===== config.mk =====
export PLATFORM = sky130hd
export DESIGN_NAME = sync_fifo
export DESIGN_NICKNAME = d
export VERILOG_FILES = /design/src/rtl/sync_fifo.sv
export SDC_FILE = /design/constraint.sdc
export NUM_CORES = 1
export LEC_CHECK = 0
export ABC_CLOCK_PERIOD_IN_PS = 7360
export BUFFER_PORTS_ARGS = -buffer_cell sky130_fd_sc_hd__buf_4
export CAP_MARGIN = 5
export CORE_MARGIN = 8
export CORE_UTILIZATION = 56
export DETAILED_ROUTE_END_ITERATION = 6
export MAX_ROUTING_LAYER = met4
export PLACE_DENSITY = 0.77
export SLEW_MARGIN = 0
export SYNTH_ARGS = -nofsm -noshare
export SYNTH_HDL_FRONTEND = slang
export SYNTH_SLANG_ARGS = --single-unit

===== constraint.sdc =====
create_clock -name clk -period 7.36 [get_ports clk]
set_clock_uncertainty 0.15 [all_clocks]
set_input_delay 1.472 -clock clk [delete_from_list [all_inputs] [get_ports clk]]
set_output_delay 1.472 -clock clk [all_outputs]
set_load 0.02 [all_outputs]

===== src/rtl/sync_fifo.sv =====
// Single-clock FIFO with arbitrary depth, standard or first-word-fall-through
// read mode, fill count, almost-full/almost-empty thresholds, flush and sticky errors.
module sync_fifo #(
  parameter  int DATAW  = 8,
  parameter  int DEPTH  = 5,
  parameter  bit FWFT   = 1'b0,
  parameter  int AF_LVL = DEPTH - 1,
  parameter  int AE_LVL = 1,
  localparam int CNTW   = $clog2(DEPTH + 1)
) (
  input  logic             clk,
  input  logic             rst_n,
  input  logic             i_flush,
  input  logic             i_clr_err,
  input  logic             i_wr_en,
  input  logic [DATAW-1:0] i_wr_data,
  input  logic             i_rd_en,
  output logic [DATAW-1:0] o_rd_data,
  output logic             o_rd_valid,
  output logic             o_full,
  output logic             o_empty,
  output logic             o_almost_full,
  output logic             o_almost_empty,
  output logic [CNTW-1:0]  o_count,
  output logic             o_overflow,
  output logic             o_underflow
);

  localparam int PTRW = (DEPTH > 1) ? $clog2(DEPTH) : 1;

  logic [DATAW-1:0] mem_q [DEPTH];

  logic [PTRW-1:0]  wr_ptr_q, wr_ptr_d;
  logic [PTRW-1:0]  rd_ptr_q, rd_ptr_d;
  logic [CNTW-1:0]  count_q, count_d;
  logic [DATAW-1:0] rd_data_q, rd_data_d;
  logic             rd_valid_q, rd_valid_d;
  logic             overflow_q, overflow_d;
  logic             underflow_q, underflow_d;

  logic full, empty, wr_acc, rd_acc;

  // Depth need not be a power of two, so wrap on an explicit compare.
  function automatic logic [PTRW-1:0] ptr_inc(input logic [PTRW-1:0] p);
    return (p == PTRW'(DEPTH - 1)) ? '0 : p + PTRW'(1);
  endfunction

  assign full   = (count_q == CNTW'(DEPTH));
  assign empty  = (count_q == '0);
  assign wr_acc = i_wr_en && !full  && !i_flush;
  assign rd_acc = i_rd_en && !empty && !i_flush;

  always_comb begin
    // NOTE: every signal gets a default first so no path leaves it unassigned (no latches).
    wr_ptr_d    = wr_ptr_q;
    rd_ptr_d    = rd_ptr_q;
    count_d     = count_q;
    rd_data_d   = rd_data_q;
    rd_valid_d  = 1'b0;
    overflow_d  = overflow_q;
    underflow_d = underflow_q;

    if (i_flush) begin
      wr_ptr_d = '0;
      rd_ptr_d = '0;
      count_d  = '0;
    end else begin
      if (wr_acc) wr_ptr_d = ptr_inc(wr_ptr_q);
      if (rd_acc) rd_ptr_d = ptr_inc(rd_ptr_q);
      if (wr_acc && !rd_acc)      count_d = count_q + CNTW'(1);
      else if (rd_acc && !wr_acc) count_d = count_q - CNTW'(1);
    end

    if (!FWFT && rd_acc) begin
      rd_data_d  = mem_q[rd_ptr_q];
      rd_valid_d = 1'b1;
    end

    // Clear first so a same-cycle offending access wins.
    if (i_clr_err) begin
      overflow_d  = 1'b0;
      underflow_d = 1'b0;
    end
    if (i_wr_en && full  && !i_flush) overflow_d  = 1'b1;
    if (i_rd_en && empty && !i_flush) underflow_d = 1'b1;
  end

  // NOTE: sequential state uses non-blocking assignments so all flops update together.
  always_ff @(posedge clk or negedge rst_n) begin
    if (!rst_n) begin
      wr_ptr_q    <= '0;
      rd_ptr_q    <= '0;
      count_q     <= '0;
      rd_data_q   <= '0;
      rd_valid_q  <= 1'b0;
      overflow_q  <= 1'b0;
      underflow_q <= 1'b0;
    end else begin
      wr_ptr_q    <= wr_ptr_d;
      rd_ptr_q    <= rd_ptr_d;
      count_q     <= count_d;
      rd_data_q   <= rd_data_d;
      rd_valid_q  <= rd_valid_d;
      overflow_q  <= overflow_d;
      underflow_q <= underflow_d;
    end
  end

  // NOTE: storage is deliberately not reset; count/pointers alone define which words are valid.
  always_ff @(posedge clk) begin
    if (wr_acc) mem_q[wr_ptr_q] <= i_wr_data;
  end

  assign o_rd_data      = FWFT ? mem_q[rd_ptr_q] : rd_data_q;
  assign o_rd_valid     = FWFT ? !empty : rd_valid_q;
  assign o_full         = full;
  assign o_empty        = empty;
  assign o_almost_full  = (count_q >= CNTW'(AF_LVL));
  assign o_almost_empty = (count_q <= CNTW'(AE_LVL));
  assign o_count        = count_q;
  assign o_overflow     = overflow_q;
  assign o_underflow    = underflow_q;

endmodule


======== After elaboration in Yosys (flattened, before gate mapping) ========
Memory sizes are Yosys's and may differ from the RTL's. A register that Yosys moved wholly into a read port is not among the register bits.
Index checks and enable logic that the tools add are counted.
cells by class
  multiplexer cells ....................... 15
  add/subtract/negate cells ............... 4
  $lt $le $gt $ge ......................... 2
  equal/unequal tests ..................... 3
  reduce and logical (&&, ||, !) cells .... 22
operators by type and width
  operator             number
  $mux 3               9
  $logic_and 1x1->1    10
  $add 3x1->3 const B  3
  $eq 3x3->1 const B   3
  $reduce_bool 2->1    4
  $logic_not 1->1      6
  $mux 1               6
  $ge 3x3->1 const B   1
  $le 3x1->1 const B   1
  $logic_not 3->1      1
  $reduce_bool 3->1    1
  $sub 3x1->3 const B  1
storage, ports and cells
  logic and storage cells ................. 53
  bits of input ports ..................... 14
  output and inout port bits .............. 18
  RAM bits ................................ 40
  memories kept ........................... 1
  bits in registers ....................... 12
memories
  memory  depth  bits a word  read ports  clocked after Yosys merged registers in  write ports  RTL line  source
  mem_q   5      8            1           1                                        1            31        logic [DATAW-1:0] mem_q [DEPTH];

======== Logic depth before layout (Yosys ltp) ========
  depth after elaboration ................. 9
  gate-level depth with buffers ........... 9
  mapped depth without buffers ............ 7

======== Worst setup path after synthesis ========
Ideal clock, no wire load.
  path kind ............................... input -> register
  from .................................... input port i_flush
  to ...................................... memory mem_q[4][0], enable pin
  slack ................................... 3.867 ns
  buffers on the path ..................... 1
  required time ........................... 6.812 ns
  data arrival time ....................... 2.945 ns
  library setup time ...................... 0.398 ns
  stages .................................. 4
  cell sequence ........................... buf_2 -> nor2b_2 -> nand2_1 -> nor4b_1
on the way
  longest elaborated chain between the ends .. 4
RTL lines
  item                          RTL line  source
  start: declaration            13        input logic i_flush,
  $logic_not 1->1               50        assign wr_acc = i_wr_en && !full && !i_flush;
  $logic_and 1x1->1             50
  $mux 1                        111       if (wr_acc) mem_q[wr_ptr_q] <= i_wr_data;
  $mux 1 (implied by the code)  111
  end: declaration              31
Every way passes these cells.

======== Worst setup path in the final report ========
  from .................................... register count_q[1] (netlist: o_count[1])
  to ...................................... output port o_empty
on the way
  longest elaborated chain between the ends .. 1
RTL lines
  item                      RTL line  source
  start: declaration        35        logic [CNTW-1:0] count_q, count_d;
  start signal: assignment  101       count_q <= count_d;
  $logic_not 3->1           49        assign empty = (count_q == '0);
  end: declaration          21        output logic o_empty,
Every way passes these cells.

==> metrics.md <==
| Metric | Value |
|---|---|
| R2R Path Start | `o_count[1]$_DFFE_PN0P_` |
| Most common cell after layout, fill and taps aside | `edfxtp_1` |
| Mapped Nets | `193` |
| IO Pins | `32` |
| DR iter-0 viols | `223` |
| Critical path startpoint category | `register` |
| Number of vias per cell | `5.94` |
| Relative slew slack | `38.1%` |
| Pleak | `1.15 nW` |
| Vias | `1593` |
| Vert. Die Dim | `83.5 microns` |
| Area grow syn2layout | `18.8%` |
| DRC errors left | `0` |
| Hold Path Class | `register to register` |
| Nets | `233` |
| Synth warn | `0` |
| Setup TNS | `0 ps` |
| Clock power frac | `28.3%` |
| Final Max Slew Viols | `0` |
| P per Cell Area | `337 mW/mm^2` |
| Internal power | `0.691 mW` |
| Mapped Cells | `171` |
| CP Launch Point | `o_count[1]$_DFFE_PN0P_` |
| Distinct cells, synth | `34` |
| Worst slew pin tran | `919 ps` |
| Comb pwr share | `28.3%` |
| Clk slew on worst S/H paths | `70 ps` |
| DRT Pass-1 Iters | `4` |
| DRT antenna net count | `0` |
| Final Wtd Congestion | `0.879` |
| Clk sinks | `60` |
| Finished Layout Cells | `268` |
| Clock root buffer | `clkbuf_8` |
| Cells on worst reg2reg path | `6` |
| Period Utilization, post-route | `44.0%` |
| Syn_area_per_cell | `14.9 sq um` |
| Outcome | `completed` |
| #FFs+latches synth | `60` |
| Syn Std Cell Area | `0.00255 sq mm` |
| Worst setup EP type | `output port` |
| CTS buffer count | `9` |
| Reg2Reg Setup Slack | `4680 ps` |
| Critical path arrival | `1610 ps` |
| Min Tclk post-route | `3240 ps` |
| Final hold violation count | `0` |
| RSZ-0062 raised after global routing | `false` |
| # resized after CTS | `0` |
| WP data required | `5740 ps` |
| I/O Buffers | `31` |
| CTS max path bufs | `2` |
| Grt total ovfl | `0` |
| Commonest non-fill, non-tap cells in the layout | `edfxtp_1, buf_4, dfrtp_1, a21oi_1, nor2_1` |
| Layout cells sized above 1 | `28.7%` |
| Initial antenna violation count | `0` |
| Hold_buf cts | `0` |
| Core area | `0.00438 sq mm` |
| Max cap viols | `0` |
| Setup Crit Path Kind | `register to output port` |
| Hold path endpoint | `o_underflow$_DFFE_PN0P_` |
| Die footprint | `0.00698 sq mm` |
| FP Rows | `24` |
| Psw | `0.330 mW` |
| Peak VDD IR | `0.000198 V` |
| CP Max Fanout | `8` |
| Pin count of the biggest net entering global routing | `21` |
| HPWL after detailed placement | `3620 microns` |
| Wire per inst | `19.0 microns` |
| HP Start | `o_underflow$_DFFE_PN0P_` |
| First-pass GRT wire length | `8010 microns` |
| Sequential power share | `43.4%` |
| F_max | `309 MHz` |
| Total GRT Usage | `15.1%` |
| CTS tree | `built` |
| Placed insts | `252` |
| Sequential cell area fraction in the yosys report | `66.6%` |
| Vias in the first global route | `1565` |
| Sw Share | `32.3%` |
| H-Tree Depth | `3` |
| R2R Path End | `mem_q[3][2]$_DFFE_PP_` |
| Diodes inserted | `0` |
| Die W | `83.5 microns` |
| Clk_lat worst skew | `340 ps` |
| Initial Util | `58.3%` |
| # setup viols final | `0` |
| WL final | `5090 microns` |
| Post-CTS setup buffers | `0` |
| Hold depth | `2` |
[worst max-delay path by stage]
| stage | endpoint | depth (start not counted) |
|---|---|---|
| 2_1_floorplan | mem_q[4][0]$_DFFE_PP_ | 4 |
| 3_3_place_gp | mem_q[3][0]$_DFFE_PP_ | 5 |
| 3_5_place_dp | mem_q[3][2]$_DFFE_PP_ | 5 |
| 4_1_cts | o_empty | 5 |
| 5_1_grt | o_empty | 5 |
| 6_report | o_empty | 5 |
[metrics by stage]
step	setup slack [ps]	area [sq um]	util [%]	hold slack (ps)	power, mW
global route	4000	3040	69.2	411	1.07
detailed placement	3920	2840	64.8	376	0.740
global placement	4020	2840	64.8	358	0.729
CTS	4130	3040	69.2	389	1.03
finish	4120	3040	69.2	382	1.02
floorplan	3870	2550	-	369	0.637
[flip-flops by register name (all words and copies together), names as in the netlist]
name         count
o_rd_data        8
o_count          3
rd_ptr_q         3
wr_ptr_q         3
mem_q           40
o_underflow      1
o_rd_valid       1
o_overflow       1
[cells in the mapped netlist]
master	number	share of area, %
nor4_1	4	0.98
nor4b_1	1	0.34
o21bai_1	1	0.29
a21oi_1	17	3.3
buf_4	1	0.29
mux2i_1	8	3.1
a311oi_1	1	0.34
nand2b_1	3	0.73
o211ai_2	1	0.49
nor2_4	1	0.44
a31oi_1	1	0.25
o2111a_1	1	0.44
o22a_1	1	0.34
buf_6	2	0.88
ha_1	8	3.9
buf_2	2	0.39
inv_6	1	0.34
edfxtp_1	40	47
clkbuf_1	2	0.29
nor2b_2	1	0.34
nand3_1	4	0.78
inv_1	9	1.3
nand3b_1	1	0.29
o211ai_1	2	0.59
o22ai_1	2	0.49
a211o_1	2	0.69
nor2_1	11	1.6
o21ai_0	3	0.59
mux4_2	8	7.1
dfrtp_1	20	20
nor2b_1	1	0.25
nand4b_1	2	0.69
nand2_1	8	1.2
a21o_1	1	0.29
[cell type report]
| type | count | area, sq um |
|---|---|---|
| Sequential cell | 60 | 1700 |
| Fill cell | 295 | 1350 |
| Multi-Input combinational cell | 94 | 763 |
| Timing Repair Buffer | 36 | 270 |
| Clock buffer | 11 | 141 |
| Tap cell | 52 | 65.1 |
| Clock inverter | 5 | 51.3 |
| Inverter | 10 | 42.5 |
[cell families (layout without fill, tap and decap cells)]
family                   count (synthesis)  after routing  share of synthesized area, %
flip-flops                              60             60                          66.6
AND/OR/NAND/NOR                         37             37                          7.64
AO/OA/AOI/OAI                           33             33                          8.13
buffers and inverters                   17             62                          3.53
multiplexers                            16             16                          10.2
adder cells (fa/ha/maj)                  8              8                          3.92
[metal layers]
layer	GRT usage [%]	wire [microns]	vias up
li1	-	-	727
met1	18.0	2120	791
met5	-	0	-
met4	6.59	82	0
met2	23.2	2570	64
met3	4.69	315	11
[worst max-delay path, cell delays in order, from the launching register on]
cell	delay (ps)
dfrtp_1	420
inv_1	110
ha_1	190
nand2b_1	310
inv_6	70
buf_4	170
[power groups by stage]
stage / Combinational, mW / Clock, mW / Sequential (mW)
2_1_floorplan: 0.165 / 0 / 0.473
5_1_grt: 0.311 / 0.311 / 0.450
4_1_cts: 0.291 / 0.293 / 0.444
3_3_place_gp: 0.282 / 0 / 0.447
6_report: 0.289 / 0.289 / 0.443
3_5_place_dp: 0.290 / 0 / 0.450
Note: power is estimated with default switching activity, not from simulation.
